--- config.mk ---
export PLATFORM = sky130hd
export DESIGN_NAME = resp_encoder_flat
export DESIGN_NICKNAME = d
export VERILOG_FILES = /design/src/rtl/uart_regfile_pkg.sv /design/src/rtl/resp_encoder_if.sv /design/src/rtl/resp_fifo.sv /design/src/rtl/resp_encoder.sv /design/src/flat_wrapper.sv
export SDC_FILE = /design/constraint.sdc
export NUM_CORES = 1
export LEC_CHECK = 0
export BUFFER_PORTS_ARGS = -buffer_cell sky130_fd_sc_hd__buf_2
export CORE_UTILIZATION = 40
export DETAILED_ROUTE_END_ITERATION = 8
export GPL_TIMING_DRIVEN = 0
export HOLD_SLACK_MARGIN = 0.03
export PLACE_DENSITY = 0.61
export SLEW_MARGIN = 20
export SYNTH_ARGS = -nofsm -noshare
export SYNTH_HDL_FRONTEND = slang
export SYNTH_SLANG_ARGS = --single-unit
--- constraint.sdc ---
create_clock -name clk -period 2.1 [get_ports clk]
set_clock_uncertainty 0.15 [all_clocks]
set_input_delay 0.42 -clock clk [delete_from_list [all_inputs] [get_ports clk]]
set_output_delay 0.42 -clock clk [all_outputs]
set_load 0.03 [all_outputs]
--- src/rtl/uart_regfile_pkg.sv ---
// uart_regfile_pkg: response kinds, header bytes, error codes and encoder FSM states
package uart_regfile_pkg;
  typedef enum logic [1:0] {RESP_OK, RESP_DATA, RESP_ERR} resp_kind_t;
  localparam logic [7:0] HDR_OK = 8'h4B;
  localparam logic [7:0] HDR_DATA = 8'h44;
  localparam logic [7:0] HDR_ERR = 8'h45;
  localparam logic [7:0] ERR_UNKNOWN_CMD = 8'h01;
  localparam logic [7:0] ERR_BAD_ADDR = 8'h02;
  typedef enum logic [2:0] {ST_IDLE, ST_LOAD, ST_SEND, ST_WAIT_HI, ST_WAIT_LO} enc_state_t;
  typedef struct packed {
    resp_kind_t kind;
    logic [7:0] b1;
    logic [7:0] b2;
  } resp_rec_t;
endpackage

--- src/rtl/resp_encoder_if.sv ---
// resp_encoder_if: response pulses from cmd_decoder and the uart_tx byte handshake
interface resp_encoder_if;
  logic       resp_ok;
  logic       resp_data;
  logic       resp_err;
  logic [7:0] resp_addr;
  logic [7:0] resp_data_byte;
  logic [7:0] resp_err_code;
  logic       tx_busy;
  logic       tx_start;
  logic [7:0] tx_data;
  logic       enc_idle;
  logic       resp_overflow;
  modport master (
    output resp_ok, resp_data, resp_err, resp_addr, resp_data_byte, resp_err_code, tx_busy,
    input  tx_start, tx_data, enc_idle, resp_overflow
  );
  modport slave (
    input  resp_ok, resp_data, resp_err, resp_addr, resp_data_byte, resp_err_code, tx_busy,
    output tx_start, tx_data, enc_idle, resp_overflow
  );
endinterface

--- src/rtl/resp_fifo.sv ---
// resp_fifo: synchronous FIFO with wrap-bit pointers and full/empty flags
module resp_fifo #(
  parameter int WIDTH = 18,
  parameter int DEPTH = 4
) (
  input  logic             clk,
  input  logic             rst_n,
  input  logic             wr_en,
  input  logic [WIDTH-1:0] wr_data,
  input  logic             rd_en,
  output logic [WIDTH-1:0] rd_data,
  output logic             full,
  output logic             empty
);
  localparam int AW = $clog2(DEPTH);
  localparam logic [AW:0] ONE = 1;
  logic [AW:0] wr_ptr, rd_ptr;
  logic [WIDTH-1:0] mem [DEPTH];
  always_ff @(posedge clk or negedge rst_n)
    if (!rst_n) begin
      wr_ptr <= '0;
      rd_ptr <= '0;
    end else begin
      if (wr_en) wr_ptr <= wr_ptr + ONE;
      if (rd_en) rd_ptr <= rd_ptr + ONE;
    end
  always_ff @(posedge clk)
    if (wr_en) mem[wr_ptr[AW-1:0]] <= wr_data;
  assign rd_data = mem[rd_ptr[AW-1:0]];
  assign full = (wr_ptr[AW] != rd_ptr[AW]) && (wr_ptr[AW-1:0] == rd_ptr[AW-1:0]);
  assign empty = wr_ptr == rd_ptr;
endmodule

--- src/rtl/resp_encoder.sv ---
// resp_encoder: queues cmd_decoder responses and serializes them as byte frames to uart_tx
// Define RESP_CHKSUM_EN to append an XOR checksum byte to every frame.
module resp_encoder
  import uart_regfile_pkg::*;
#(
  parameter int         FIFO_DEPTH = 4,
  parameter logic [7:0] ACK_BYTE   = HDR_OK,
  parameter logic [7:0] DATA_BYTE  = HDR_DATA,
  parameter logic [7:0] ERR_BYTE   = HDR_ERR
) (
  input logic clk,
  input logic rst_n,
  resp_encoder_if.slave bus
);
  logic push_req, push, pop, full, empty, tx_start;
  resp_rec_t in_rec, rd_rec, cur;
  enc_state_t state, state_d;
  logic [1:0] idx, last, base_last;
  logic [7:0] hdr, raw_byte, frame_byte;
  assign push_req = bus.resp_ok | bus.resp_data | bus.resp_err;
  // a full FIFO still takes the push when the head is popped in the same cycle
  assign push = push_req & (~full | pop);
  assign in_rec = '{
    kind: bus.resp_err ? RESP_ERR : bus.resp_data ? RESP_DATA : RESP_OK,
    b1:   bus.resp_err ? bus.resp_err_code : bus.resp_addr,
    b2:   bus.resp_data_byte
  };
  resp_fifo #(.WIDTH($bits(resp_rec_t)), .DEPTH(FIFO_DEPTH)) u_fifo (
    .clk     (clk),
    .rst_n   (rst_n),
    .wr_en   (push),
    .wr_data (in_rec),
    .rd_en   (pop),
    .rd_data (rd_rec),
    .full    (full),
    .empty   (empty)
  );
  assign hdr = cur.kind == RESP_ERR ? ERR_BYTE : cur.kind == RESP_DATA ? DATA_BYTE : ACK_BYTE;
  assign base_last = cur.kind == RESP_DATA ? 2'd2 : cur.kind == RESP_ERR ? 2'd1 : 2'd0;
  assign raw_byte = idx == 2'd0 ? hdr : idx == 2'd1 ? cur.b1 : cur.b2;
`ifdef RESP_CHKSUM_EN
  logic [7:0] chk;
  assign last = base_last + 2'd1;
  assign frame_byte = idx == last ? chk : raw_byte;
  always_ff @(posedge clk or negedge rst_n)
    if (!rst_n) chk <= '0;
    else if (state == ST_LOAD) chk <= (idx == 2'd0 ? 8'h00 : chk) ^ frame_byte;
`else
  assign last = base_last;
  assign frame_byte = raw_byte;
`endif
  always_comb begin
    state_d = state;
    pop = 1'b0;
    tx_start = 1'b0;
    unique case (state)
      ST_IDLE: if (!empty) begin
        pop = 1'b1;
        state_d = ST_LOAD;
      end
      ST_LOAD: state_d = ST_SEND;
      ST_SEND: if (!bus.tx_busy) begin
        tx_start = 1'b1;
        state_d = ST_WAIT_HI;
      end
      ST_WAIT_HI: state_d = bus.tx_busy ? ST_WAIT_LO : ST_WAIT_HI;
      ST_WAIT_LO: state_d = bus.tx_busy ? ST_WAIT_LO : idx == last ? ST_IDLE : ST_LOAD;
      default: state_d = ST_IDLE;
    endcase
  end
  assign bus.tx_start = tx_start;
  always_ff @(posedge clk or negedge rst_n)
    if (!rst_n) begin
      state <= ST_IDLE;
      cur <= '0;
      idx <= '0;
      bus.tx_data <= '0;
      bus.enc_idle <= 1'b1;
      bus.resp_overflow <= 1'b0;
    end else begin
      state <= state_d;
      if (pop) begin
        cur <= rd_rec;
        idx <= '0;
      end else if (state == ST_WAIT_LO && state_d == ST_LOAD) idx <= idx + 2'd1;
      if (state == ST_LOAD) bus.tx_data <= frame_byte;
      bus.enc_idle <= state_d == ST_IDLE && empty && !push_req;
      if (push_req && !push) bus.resp_overflow <= 1'b1;
    end
endmodule

--- src/flat_wrapper.sv ---
// flat-port wrapper written by rule: the top's interface ports become plain ports
module resp_encoder_flat import uart_regfile_pkg::*;
#(
  parameter int         FIFO_DEPTH = 4,
  parameter logic [7:0] ACK_BYTE   = HDR_OK,
  parameter logic [7:0] DATA_BYTE  = HDR_DATA,
  parameter logic [7:0] ERR_BYTE   = HDR_ERR
)
  (clk, rst_n, bus_resp_ok, bus_resp_data, bus_resp_err, bus_resp_addr, bus_resp_data_byte, bus_resp_err_code, bus_tx_busy, bus_tx_start, bus_tx_data, bus_enc_idle, bus_resp_overflow);
  resp_encoder_if bus_i ();
  input logic clk;
  input logic rst_n;
  input wire logic [$bits(bus_i.resp_ok)-1:0] bus_resp_ok;
  input wire logic [$bits(bus_i.resp_data)-1:0] bus_resp_data;
  input wire logic [$bits(bus_i.resp_err)-1:0] bus_resp_err;
  input wire logic [$bits(bus_i.resp_addr)-1:0] bus_resp_addr;
  input wire logic [$bits(bus_i.resp_data_byte)-1:0] bus_resp_data_byte;
  input wire logic [$bits(bus_i.resp_err_code)-1:0] bus_resp_err_code;
  input wire logic [$bits(bus_i.tx_busy)-1:0] bus_tx_busy;
  output wire logic [$bits(bus_i.tx_start)-1:0] bus_tx_start;
  output wire logic [$bits(bus_i.tx_data)-1:0] bus_tx_data;
  output wire logic [$bits(bus_i.enc_idle)-1:0] bus_enc_idle;
  output wire logic [$bits(bus_i.resp_overflow)-1:0] bus_resp_overflow;
  assign bus_i.resp_ok = bus_resp_ok;
  assign bus_i.resp_data = bus_resp_data;
  assign bus_i.resp_err = bus_resp_err;
  assign bus_i.resp_addr = bus_resp_addr;
  assign bus_i.resp_data_byte = bus_resp_data_byte;
  assign bus_i.resp_err_code = bus_resp_err_code;
  assign bus_i.tx_busy = bus_tx_busy;
  assign bus_tx_start = bus_i.tx_start;
  assign bus_tx_data = bus_i.tx_data;
  assign bus_enc_idle = bus_i.enc_idle;
  assign bus_resp_overflow = bus_i.resp_overflow;
  resp_encoder #(.FIFO_DEPTH(FIFO_DEPTH), .ACK_BYTE(ACK_BYTE), .DATA_BYTE(DATA_BYTE), .ERR_BYTE(ERR_BYTE)) u_core (.clk(clk), .rst_n(rst_n), .bus(bus_i));
endmodule
==> metrics.csv <==
metric;value;unit
status;finished clean;
reg2reg path depth;3;
Critical Path Fanout Max;19;
deepest clock path buffer count;2;
Core Area;11420;sq um
type of the worst setup path;reg -> reg;
Pint;5.838;mW
Post-DRT Antenna Nets;0;
setup slack after layout;102.8;ps
Hold Crit Class;in -> async;
Mapped Cells;260;
CP arrival;1820;ps
CP Launch Type;flip-flop;
Crit. End Element;flip-flop;
total gr overflow;0;
most common cell after layout, fill and taps aside;edfxtp_1;
1st-iter DRT viols;126;
CTS sink count;111;
power share of the clock group;0.181;
dpl hpwl;5230;microns
Die X-Extent;110.4;microns
Hold Violations, Final;0;
non-filler cells, final;465;
number of synthesized flops with an enable pin;72;
Post-Syn Area per Cell;18.09;sq um
DIE AREA;12200;sq um
Mapped Area;4703;sq um
drt via density;5.006;
Worst-Skew Late Latency;350;ps
WL met3;231;microns
Seq cells post-synth;111;
post-place instance area;5094;sq um
vias post-DR;2328;
Slew headroom;0.4236;
Final Wtd Congestion;0.6975;
drt drc;0;
fin crit share;0.9510;
fin area;5489;sq um
highest clock rate;0.5007;GHz
top routing layer used;met4;
TritonRoute pass-1 iters;4;
Max-Cap Viols;0;
initial antenna violation count;0;
NetSw;2.827;mW
largest net degree at the start of global routing;40;
ys flop type;edfxtp_1;
Die Span Y;110.4;microns
Critical Path Source;u_core.u_fifo.wr_ptr[1];
Clock Pin Slew Worst Setup and Hold Paths;70;ps
hold bufs inserted after CTS;0;
area grow syn2layout;16.71;%
Crit path required time;1930;ps
Pins Over Slew Limit;0;
Initial Util;0.4119;
TritonCTS clock tree;yes;
GRT Overall Usage;0.1422;
actual slew at the worst max-slew pin;864.6;ps
Netlist cell types;38;
share of layout cells above drive strength 1;0.3447;
async set or reset register ratio after synthesis;0.3514;
# rows;39;
Final #Nets;357;
I/O Pins;41;
commonest non-fill, non-tap cells in the layout;72 x edfxtp_1, 42 x buf_2, 38 x dfrtp_1;
Sequential Power Share;0.424;
# setup viols final;0;
wirelength, routed;7918;microns
fin crit period;1997;ps
Syn. warnings;0;
metal1 wirelength;3714;microns
metal2 WL;3852;microns
Synthesized Nets;300;
H-tree levels;3;
pre-CTS setup slack;-583.5;ps
vias in the first global route;2408;
Placed Cells;443;
I/O Buffers;40;
unrepaired setup endpoints after global routing;no;
Static Leakage;2.167;nW
register area share after synthesis;0.6675;
Net Sw Frac;0.3263;
clock root cell;clkbuf_16;
pwr dens;1579;nW/um^2
routed length per placed instance;17.03;microns
combinational power share;0.395;
Critical R2R Launch;u_core.u_fifo.wr_ptr[1];
VDD IR max;0.5673;mV
n_diodes;0;
first-pass GRT wire length;13010;microns
Inserted Clock Buffers;9;
## area by class of cell
class | instances | area (sq um)
Sequential cell | 111 | 3139
Tap cell | 143 | 178.9
Fill cell | 1008 | 5929
Inverter | 7 | 26.28
Timing Repair Buffer | 48 | 310.3
Clock inverter | 6 | 43.79
Clock buffer | 10 | 229.0
Buffer | 9 | 86.33
Multi-Input combinational cell | 131 | 1475
## power by group through the flow
| stage | Clock, mW | Combinational (mW) | Sequential, mW |
|---|---|---|---|
| global placement | 0 | 3.09 | 3.68 |
| global route | 1.72 | 3.73 | 3.78 |
| CTS | 1.62 | 3.48 | 3.69 |
| floorplan | 0 | 2.23 | 3.78 |
| detailed placement | 0 | 3.16 | 3.73 |
| finish | 1.57 | 3.42 | 3.67 |
## flip-flops by register name, summed over array words and instances (netlist names)
name and flops:
u_core.u_fifo.wr_ptr 3, u_core.u_fifo.mem 72, u_core.state 3, u_core.bus.resp_overflow 1
u_core.bus.tx_data 8, u_core.idx 2, u_core.bus.enc_idle 1, u_core.u_fifo.rd_ptr 3
u_core.cur 18
## synthesized netlist by cell type, types with 2 or more instances
cell type,n,share of area
xnor2_1,4,0.0074
nor2b_1,3,0.0040
edfxtp_1,72,0.46
mux4_1,17,0.095
buf_6,3,0.0072
inv_1,7,0.0056
mux2_2,18,0.043
nand2b_1,2,0.0027
o21ai_0,10,0.011
nand2_1,13,0.010
mux2_4,12,0.038
buf_2,2,0.0021
and2_1,3,0.0040
clkbuf_1,3,0.0024
xor2_1,7,0.013
mux2i_1,5,0.011
o31ai_1,3,0.0048
nor3_1,4,0.0043
ha_1,10,0.027
dfrtp_1,38,0.20
nor2_1,7,0.0056
## metrics by stage
step	power [mW]	hold WS [ps]	utilization	setup TNS [ps]
final	8.665	33.65	0.4807	0
after global routing	9.226	109.5	0.4807	0
after CTS	8.783	65.65	0.4805	0
after detailed placement	6.894	291.8	0.4461	-31480
after global placement	6.775	282.2	0.4457	-32640
after floorplan	6.008	-25.59	-	0
## metal layers
metal | vias up | GRT usage
met5 | - | 0
met4 | 0 | 0.05333
met3 | 11 | 0.03348
met2 | 34 | 0.2207
met1 | 1174 | 0.1951
li1 | 1109 | -
## worst max-delay path, stage by stage, from the launching register on
cell and delay, ps:
dfrtp_1 450, xor2_1 360, nor4_4 120, nor2_4 540
## worst paths after layout
path	slack [ps]	to
worst min register to register	310	u_core.bus.resp_overflow
max in group asynchronous	1220	u_core.cur[15]
min in group clk	140	u_core.u_fifo.mem[2][7]
worst max register to register	100	u_core.u_fifo.mem[3][0]
worst max-delay path	100	u_core.u_fifo.mem[3][0]
worst min-delay path	30	u_core.u_fifo.wr_ptr[1]
## logic make-up after synthesis
family | count (synthesis) | share of synthesized area
multiplexers | 53 | 0.1918
AND/OR/NAND/NOR | 39 | 0.04390
AO/OA/AOI/OAI | 18 | 0.02421
adder cells (fa/ha/maj) | 10 | 0.02660
XOR/XNOR | 11 | 0.02048
buffers and inverters | 18 | 0.02554
flip-flops | 111 | 0.6675
## what timing repair did
| action | in CTS | in global routing |
|---|---|---|
| endpoints found under the setup margin | 62 | 72 |
| setup buffers | 8 | 0 |
| pin swaps | 3 | 1 |
| cloned | 0 | 0 |
| resized for setup | 5 | 1 |
Power figures use the tool's default switching activity.
